**src/rtl/imem_low_load_controller_pkg.sv**
```systemverilog
// Shared types and constants for the low instruction-memory load controller.
// Widths, legal burst bounds and the controller state encoding live here.
package imem_low_load_controller_pkg;

   localparam int DATA_W = 16;
   localparam int ADDR_W = 4;
   localparam int DEPTH  = 2 ** ADDR_W;

   // WORD_COUNT is one bit wider than an address so a full-depth burst fits
   localparam logic [ADDR_W:0] WORD_COUNT_MIN = (ADDR_W + 1)'(1);
   localparam logic [ADDR_W:0] WORD_COUNT_MAX = (ADDR_W + 1)'(DEPTH);

   typedef enum logic [1:0] {
      BOOT,
      IDLE,
      LOAD,
      FLUSH
   } loadState_e;

endpackage

```
**src/rtl/imem_low_load_controller_read_arbiter.sv**
```systemverilog
// Shares the register file's single read port between CPU fetch and debug
// readback; debug only wins while the controller idles and the CPU is stopped.
module imem_read_arbiter
   import imem_low_load_controller_pkg::*;
(
   input  logic              cpuRun_i,
   input  logic              isIdle_i,
   input  logic              dbgReq_i,
   input  logic [ADDR_W-1:0] dbgAddr_i,
   input  logic [ADDR_W-1:0] pcAddr_i,
   output logic              grant_o,
   output logic [ADDR_W-1:0] readSel_o
);

   always_comb begin
      grant_o   = dbgReq_i & ~cpuRun_i & isIdle_i;
      readSel_o = grant_o ? dbgAddr_i : pcAddr_i;
   end

endmodule

```
**src/rtl/imem_low_load_controller.sv**
```systemverilog
// Streams a burst of words into the low 16-slot instruction register file,
// holding the CPU for the duration and keeping the BIOS-capture edge write-free.
module imem_low_load_controller
   import imem_low_load_controller_pkg::*;
(
   input  logic              CLOCK,
   input  logic              RESET,
   input  logic              START,
   input  logic [ADDR_W-1:0] BASE_ADDR,
   input  logic [ADDR_W:0]   WORD_COUNT,
   input  logic [DATA_W-1:0] DATA_IN,
   input  logic              DATA_VALID,
   output logic              DATA_READY,
   output logic              WRITE_ENABLE,
   output logic [ADDR_W-1:0] WRITE_SELECT,
   output logic [DATA_W-1:0] IMEM_INPUT,
   input  logic              CPU_RUN,
   input  logic [ADDR_W-1:0] PC_ADDR,
   input  logic              DBG_READ_REQ,
   input  logic [ADDR_W-1:0] DBG_READ_ADDR,
   output logic              DBG_READ_GRANT,
   output logic [ADDR_W-1:0] READ_SELECT,
   output logic              CPU_HALT,
   output logic              BUSY,
   output logic              DONE,
   output logic              CMD_ERROR
);

   loadState_e        state_q, state_d;
   logic [ADDR_W-1:0] addr_q, addr_d;
   logic [ADDR_W:0]   remaining_q, remaining_d;
   logic              writeEn_q, writeEn_d;
   logic [ADDR_W-1:0] writeSel_q, writeSel_d;
   logic [DATA_W-1:0] writeData_q, writeData_d;
   logic              cpuHalt_q, cpuHalt_d;
   logic              busy_q, busy_d;
   logic              cmdError_q, cmdError_d;
   logic              countLegal;
   logic              handshake;

   assign countLegal = (WORD_COUNT >= WORD_COUNT_MIN) && (WORD_COUNT <= WORD_COUNT_MAX);
   assign handshake  = DATA_VALID && DATA_READY;

   // Ready is a pure state decode, so it drops the moment FLUSH is entered
   always_comb begin
      DATA_READY = (state_q == LOAD);
      DONE       = (state_q == FLUSH);
   end

   always_comb begin
      state_d     = state_q;
      addr_d      = addr_q;
      remaining_d = remaining_q;
      writeEn_d   = 1'b0;
      writeSel_d  = writeSel_q;
      writeData_d = writeData_q;
      cmdError_d  = 1'b0;

      case (state_q)
         BOOT: begin
            state_d = IDLE;
         end
         IDLE: begin
            if (START) begin
               if (countLegal) begin
                  addr_d      = BASE_ADDR;
                  remaining_d = WORD_COUNT;
                  state_d     = LOAD;
               end else begin
                  cmdError_d = 1'b1;
               end
            end
         end
         LOAD: begin
            if (handshake) begin
               writeEn_d   = 1'b1;
               writeSel_d  = addr_q;
               writeData_d = DATA_IN;
               addr_d      = addr_q + ADDR_W'(1);
               remaining_d = remaining_q - (ADDR_W + 1)'(1);
               if (remaining_q == (ADDR_W + 1)'(1)) begin
                  state_d = FLUSH;
               end
            end
         end
         FLUSH: begin
            state_d = IDLE;
         end
         default: begin
            state_d = BOOT;
         end
      endcase

      busy_d    = (state_d != IDLE);
      cpuHalt_d = (state_d == LOAD) || (state_d == FLUSH);
   end

   // Reset drops any pending write immediately; the file reloads BIOS itself
   always_ff @(posedge CLOCK or posedge RESET) begin
      if (RESET) begin
         state_q     <= BOOT;
         addr_q      <= '0;
         remaining_q <= '0;
         writeEn_q   <= 1'b0;
         writeSel_q  <= '0;
         writeData_q <= '0;
         cpuHalt_q   <= 1'b0;
         busy_q      <= 1'b1;
         cmdError_q  <= 1'b0;
      end else begin
         state_q     <= state_d;
         addr_q      <= addr_d;
         remaining_q <= remaining_d;
         writeEn_q   <= writeEn_d;
         writeSel_q  <= writeSel_d;
         writeData_q <= writeData_d;
         cpuHalt_q   <= cpuHalt_d;
         busy_q      <= busy_d;
         cmdError_q  <= cmdError_d;
      end
   end

   assign WRITE_ENABLE = writeEn_q;
   assign WRITE_SELECT = writeSel_q;
   assign IMEM_INPUT   = writeData_q;
   assign CPU_HALT     = cpuHalt_q;
   assign BUSY         = busy_q;
   assign CMD_ERROR    = cmdError_q;

   imem_read_arbiter uReadArbiter (
      .cpuRun_i  (CPU_RUN),
      .isIdle_i  (state_q == IDLE),
      .dbgReq_i  (DBG_READ_REQ),
      .dbgAddr_i (DBG_READ_ADDR),
      .pcAddr_i  (PC_ADDR),
      .grant_o   (DBG_READ_GRANT),
      .readSel_o (READ_SELECT)
   );

endmodule

```
**config.mk**
```make
export PLATFORM = sky130hd
export DESIGN_NAME = imem_low_load_controller
export DESIGN_NICKNAME = d
export VERILOG_FILES = /design/src/rtl/imem_low_load_controller_pkg.sv /design/src/rtl/imem_low_load_controller_read_arbiter.sv /design/src/rtl/imem_low_load_controller.sv
export SDC_FILE = /design/constraint.sdc
export NUM_CORES = 1
export LEC_CHECK = 0
export CORE_MARGIN = 5
export CORE_UTILIZATION = 39
export DETAILED_ROUTE_END_ITERATION = 10
export PLACE_DENSITY = 0.82
export SKIP_CTS_REPAIR_TIMING = 1
export SYNTH_ARGS = -nofsm -noshare
export SYNTH_HDL_FRONTEND = slang
export SYNTH_HIERARCHICAL = 1
export SYNTH_SLANG_ARGS = --single-unit
```
**constraint.sdc**
```tcl
create_clock -name CLOCK -period 1.7 [get_ports CLOCK]
set_input_delay 0.34 -clock CLOCK [delete_from_list [all_inputs] [get_ports CLOCK]]
set_output_delay 0.34 -clock CLOCK [all_outputs]
set_load 0.05 [all_outputs]
```
# [After elaboration in Yosys (flattened, before gate mapping)]
# Cells that the tools add are included.
[word_totals] reg_bits=35 inputBits=39 output_inout_bits=31 wordCells=53
[classes] addsub=2 n_lt_le_gt_ge=2 eq_ne=10 muxes=19 bitwise=3 reduce_logical=8
[op_table] operator="$mux 4" n=4
[op_table] operator="$mux 5" n=3
[op_table] operator="$pmux 5 s2" n=1
[op_table] operator="$eq 2x2->1 const B" n=4
[op_table] operator="$mux 2" n=4
[op_table] operator="$pmux 4 s2" n=1
[op_table] operator="$pmux 2 s3" n=1
[op_table] operator="$eq 5x1->1 const B" n=1
[op_table] operator="$ge 5x1->1 const B" n=1
[op_table] operator="$le 5x5->1 const B" n=1
[op_table] operator="$mux 1" n=5
[op_table] operator="$sub 5x1->5 const B" n=1
[op_table] operator="$add 4x1->4 const B" n=1
[op_table] operator="$ne 2x1->1 const B" n=2
[op_table] operator="$ne 2x2->1 const B" n=2
[op_table] operator="$reduce_and 4->1" n=1
[op_table] operator="$and 1x1->1" n=2
[op_table] operator="$eq 2x1->1 const B" n=1
[op_table] operator="$logic_and 1x1->1" n=2
[op_table] operator="$logic_not 2->1" n=1
[op_table] operator="$reduce_and 2->1" n=1
[op_table] operator="$reduce_bool 2->1" n=1
[op_table] operator="$reduce_or 2->1" n=1
[op_table] operator="$logic_or 1x1->1" n=1
[op_table] operator="$not 1->1" n=1

# [Depth between registers and ports, before layout]
[depth] ltp_word=7 mapped_depth=8 ltp_nobuf=6

# [Cells and area by module]
# Netlist, hierarchy kept.
[modules_own_cells] module="imem_low_load_controller" n_inst=1 cells_each=143 area_per_inst_um2=1634.1 seq_area_each_um2=852.1
[modules_own_cells] module="imem_read_arbiter" n_inst=1 cells_each=6 area_per_inst_um2=83.8 seq_area_each_um2=0.0

# [Least setup slack after synthesis]
# OpenSTA, ideal clock, no wires.
[synth_path] path_kind="flip-flop to flip-flop" from="reg, netlist name CPU_HALT" to="reg addr_q[3]" setup_ns=0.104 t_arrival_ns=2.399 required_ns=1.596 slack_ns=-0.803 path_stages_with_launch=7 path_buffers=1 period_less_slack_ns=2.503 path_cell_list="dfrtp_1 > ha_1 > mux2_2 > o21ai_0 > clkbuf_1 > nor4_1 > a221oi_1"
[synth_rtl] element="end signal: assignment" line_no="imem_low_load_controller.sv:112" source="addr_q <= addr_d;"
[synth_rtl] element="end: declaration" line_no="imem_low_load_controller.sv:30" source="logic [ADDR_W-1:0] addr_q, addr_d;"

==> flow_metrics.env <==
export IMPL_drive_above_1_share_pct=45.6
export IMPL_powerDensity_mw_per_mm2=2100
export IMPL_layout_common_cells="buf_4, clkdlybuf4s50_1, dfrtp_1"
export IMPL_clkSinkCount=34
export IMPL_drt_total_wl_um=4480
export IMPL_syn2layout_area_growth_pct=68.8
export IMPL_mostFrequentLayoutCell="buf_4"
export IMPL_r2r_slack_ps=-70
export IMPL_grt_usage_pct=15.5
export IMPL_drc=0
export IMPL_setup_violations=9
export IMPL_ant_nets=0
export IMPL_via_per_inst=4.96
export IMPL_synth_cell_types=33
export IMPL_core_area_mm2=0.00432
export IMPL_cp_max_fo=5
export IMPL_synth_edf_count=0
export IMPL_grt_pass1_vias=1470
export IMPL_dp_hpwl_um=3310
export IMPL_fp_dieH_um=76.4
export IMPL_placed_area_mm2=0.00261
export IMPL_post_drt_wl_per_cell_um=15.3
export IMPL_worst_setup_path_start_kind="flip-flop"
export IMPL_preCtsSetupSlack_ps=-446
export IMPL_cts_tree="done"
export IMPL_fillers=343
export IMPL_layout_setup_ws_ps=-156
export IMPL_hold_path_class="in2async"
export IMPL_synth_top_family_by_area="multiplexers"
export IMPL_synth_cells=149
export IMPL_yosysTopAreaCellShare_pct=48.1
export IMPL_synth_compound_area_share_pct=10.3
export IMPL_fin_nets=286
export IMPL_synthMuxAreaShare_pct=17.8
export IMPL_clockBufferDepth=2
export IMPL_rows=24
export IMPL_yosys_area_share_adder_pct=5.10
export IMPL_die_x_um=76.4
export IMPL_yosys_area_share_simple_pct=12.6
export IMPL_initial_core_util_pct=39.7
export IMPL_synth_nets=195
export IMPL_grt_setup_unrepaired="true"
export IMPL_clk_pin_slew_ps=70
export IMPL_critPathKind="reg2out"
export IMPL_design_die_area_mm2=0.00583
export IMPL_grt_max_degree=23
export IMPL_num_io_pins=70
export IMPL_clock_skew_ps=2.81
export IMPL_ys_ff_latch=34
export IMPL_synth_xor_area_share_pct=0.510
export IMPL_synth_warnings=6
export IMPL_overflow=0
export IMPL_worst_ir_drop_vdd_mv=1.22
export IMPL_worstMarginPinSlew_ps=365
export IMPL_port_buffers=69
export IMPL_drt_iter0_drc=48
export IMPL_maxCapViolations=0
export IMPL_critPathArrivalTime_ps=1520
export IMPL_failed_checks="setup timing"
export IMPL_antennaDiodeCount=0
export IMPL_max_freq_mhz=539
export IMPL_synth_area_per_cell_um2=11.5
export IMPL_ys_top_cells_by_area="dfrtp_1, mux2_2, ha_1"
export IMPL_finalHoldViolCount=0
export IMPL_synth_ff_type="dfrtp_1"
export IMPL_min_period_ps=1860
export IMPL_required_ps=1360
export IMPL_relSlewSlack_pct=75.5
export IMPL_yosys_area_top_type="dfrtp_1"
export IMPL_via_count=1452
export IMPL_firstDrtPassIters=4
export IMPL_stdcell_area_mm2=0.00290
export IMPL_slew_violations=0
export IMPL_htree_num_levels=2
export IMPL_grt_pass1_wl_um=7270
export IMPL_p_leak_uw=0.00135
export IMPL_outcome="complete, but fails checks"
export IMPL_async_reset_ff_share_pct=100
export IMPL_antenna_found_initial=0
export IMPL_gp_congestion=0.794
export IMPL_netlist_area_mm2=0.00172
export IMPL_clock_latency_ps=290
export IMPL_cts_buffers=5
export IMPL_ys_seq_area_share_pct=49.6
export IMPL_cts_root_buf="clkbuf_8"
export IMPL_min_period_over_period_pct=109
export IMPL_end_kind="output pin"
export IMPL_power_uw=6090
power by group:
group / total [uW] / internal, uW / switching [uW]
Sequential: 1490 / 1220 / 269
Clock: 722 / 438 / 284
Combinational: 3880 / 1650 / 2220
Total: 6090 / 3310 / 2780
cell families after synthesis:
logic type,Yosys count
AO/OA/AOI/OAI,26
multiplexers,26
buffers and inverters,18
AND/OR/NAND/NOR,37
adder cells (fa/ha/maj),7
flip-flops,34
XOR/XNOR,1
final timing paths:
path | from | to | cells past startpoint
max | CPU_HALT$_DFF_PP0_ | READ_SELECT[0] | 5
min | RESET | IMEM_INPUT[7]$_DFFE_PP0P_ | 3
max reg2reg | CPU_HALT$_DFF_PP0_ | remaining_q[4]$_DFFE_PP0P_ | 8
min reg2reg | WRITE_SELECT[3]$_DFFE_PP0P_ | WRITE_SELECT[3]$_DFFE_PP0P_ | 2
max in group asynchronous | RESET | BUSY$_DFF_PP1_ | 3
min in group CLOCK | WRITE_SELECT[3]$_DFFE_PP0P_ | WRITE_SELECT[3]$_DFFE_PP0P_ | 2
stage by stage:
step | utilization, % | hold WS [ps] | std cells | TNS, ps
global placement | 60.3 | 465 | 280 | -3420
floorplan | - | 448 | 149 | -704
global route | 67.0 | 388 | 293 | -1710
CTS | 62.8 | 381 | 288 | -1700
finish | 67.0 | 382 | 293 | -806
detailed placement | 60.3 | 473 | 280 | -4380
synth_stat cells, types with 2 or more instances:
cell type  count
nor2b_1        5
o31ai_1        4
o21ai_0       10
mux2_2        20
dfrtp_1       33
nand2_1        7
ha_1           7
mux2_4         4
inv_1         10
nor2_1         7
clkbuf_1       4
mux2i_1        2
o41ai_1        2
nand3_1        5
a2bb2oi_1      3
nor4_1         2
buf_2          2
buf_1          2
a221oi_1       2
nor3_1         5
layout make-up:
class / instances / area (um2) / share of cell area (%)
Multi-Input combinational cell: 97 / 955 / 32.9
Tap cell: 52 / 65.1 / 2.24
Sequential cell: 34 / 855 / 29.5
Clock buffer: 7 / 76.3 / 2.63
Inverter: 10 / 37.5 / 1.29
Clock inverter: 1 / 30.0 / 1.04
Timing Repair Buffer: 92 / 881 / 30.4
flip-flops by register name (all words and copies together), names as in the netlist:
register,flops
WRITE_SELECT,4
state_q,1
CMD_ERROR,1
CPU_HALT,1
WRITE_ENABLE,1
IMEM_INPUT,16
remaining_q,5
addr_q,4
BUSY,1
routing by layer:
metal  share of wire, %  global-route usage, %
met5                  0                      0
met2                 52                   25.6
met3                6.0                   6.03
met1                 41                   18.3
met4               0.89                   5.24
worst max-delay path, cell delays in order, from the launching register on:
cell and delay (ps):
dfrtp_2 430, inv_2 70, ha_4 130, nand3b_4 120
mux2_4 320, buf_6 150
No activity file was read; power rests on OpenSTA's default activity.
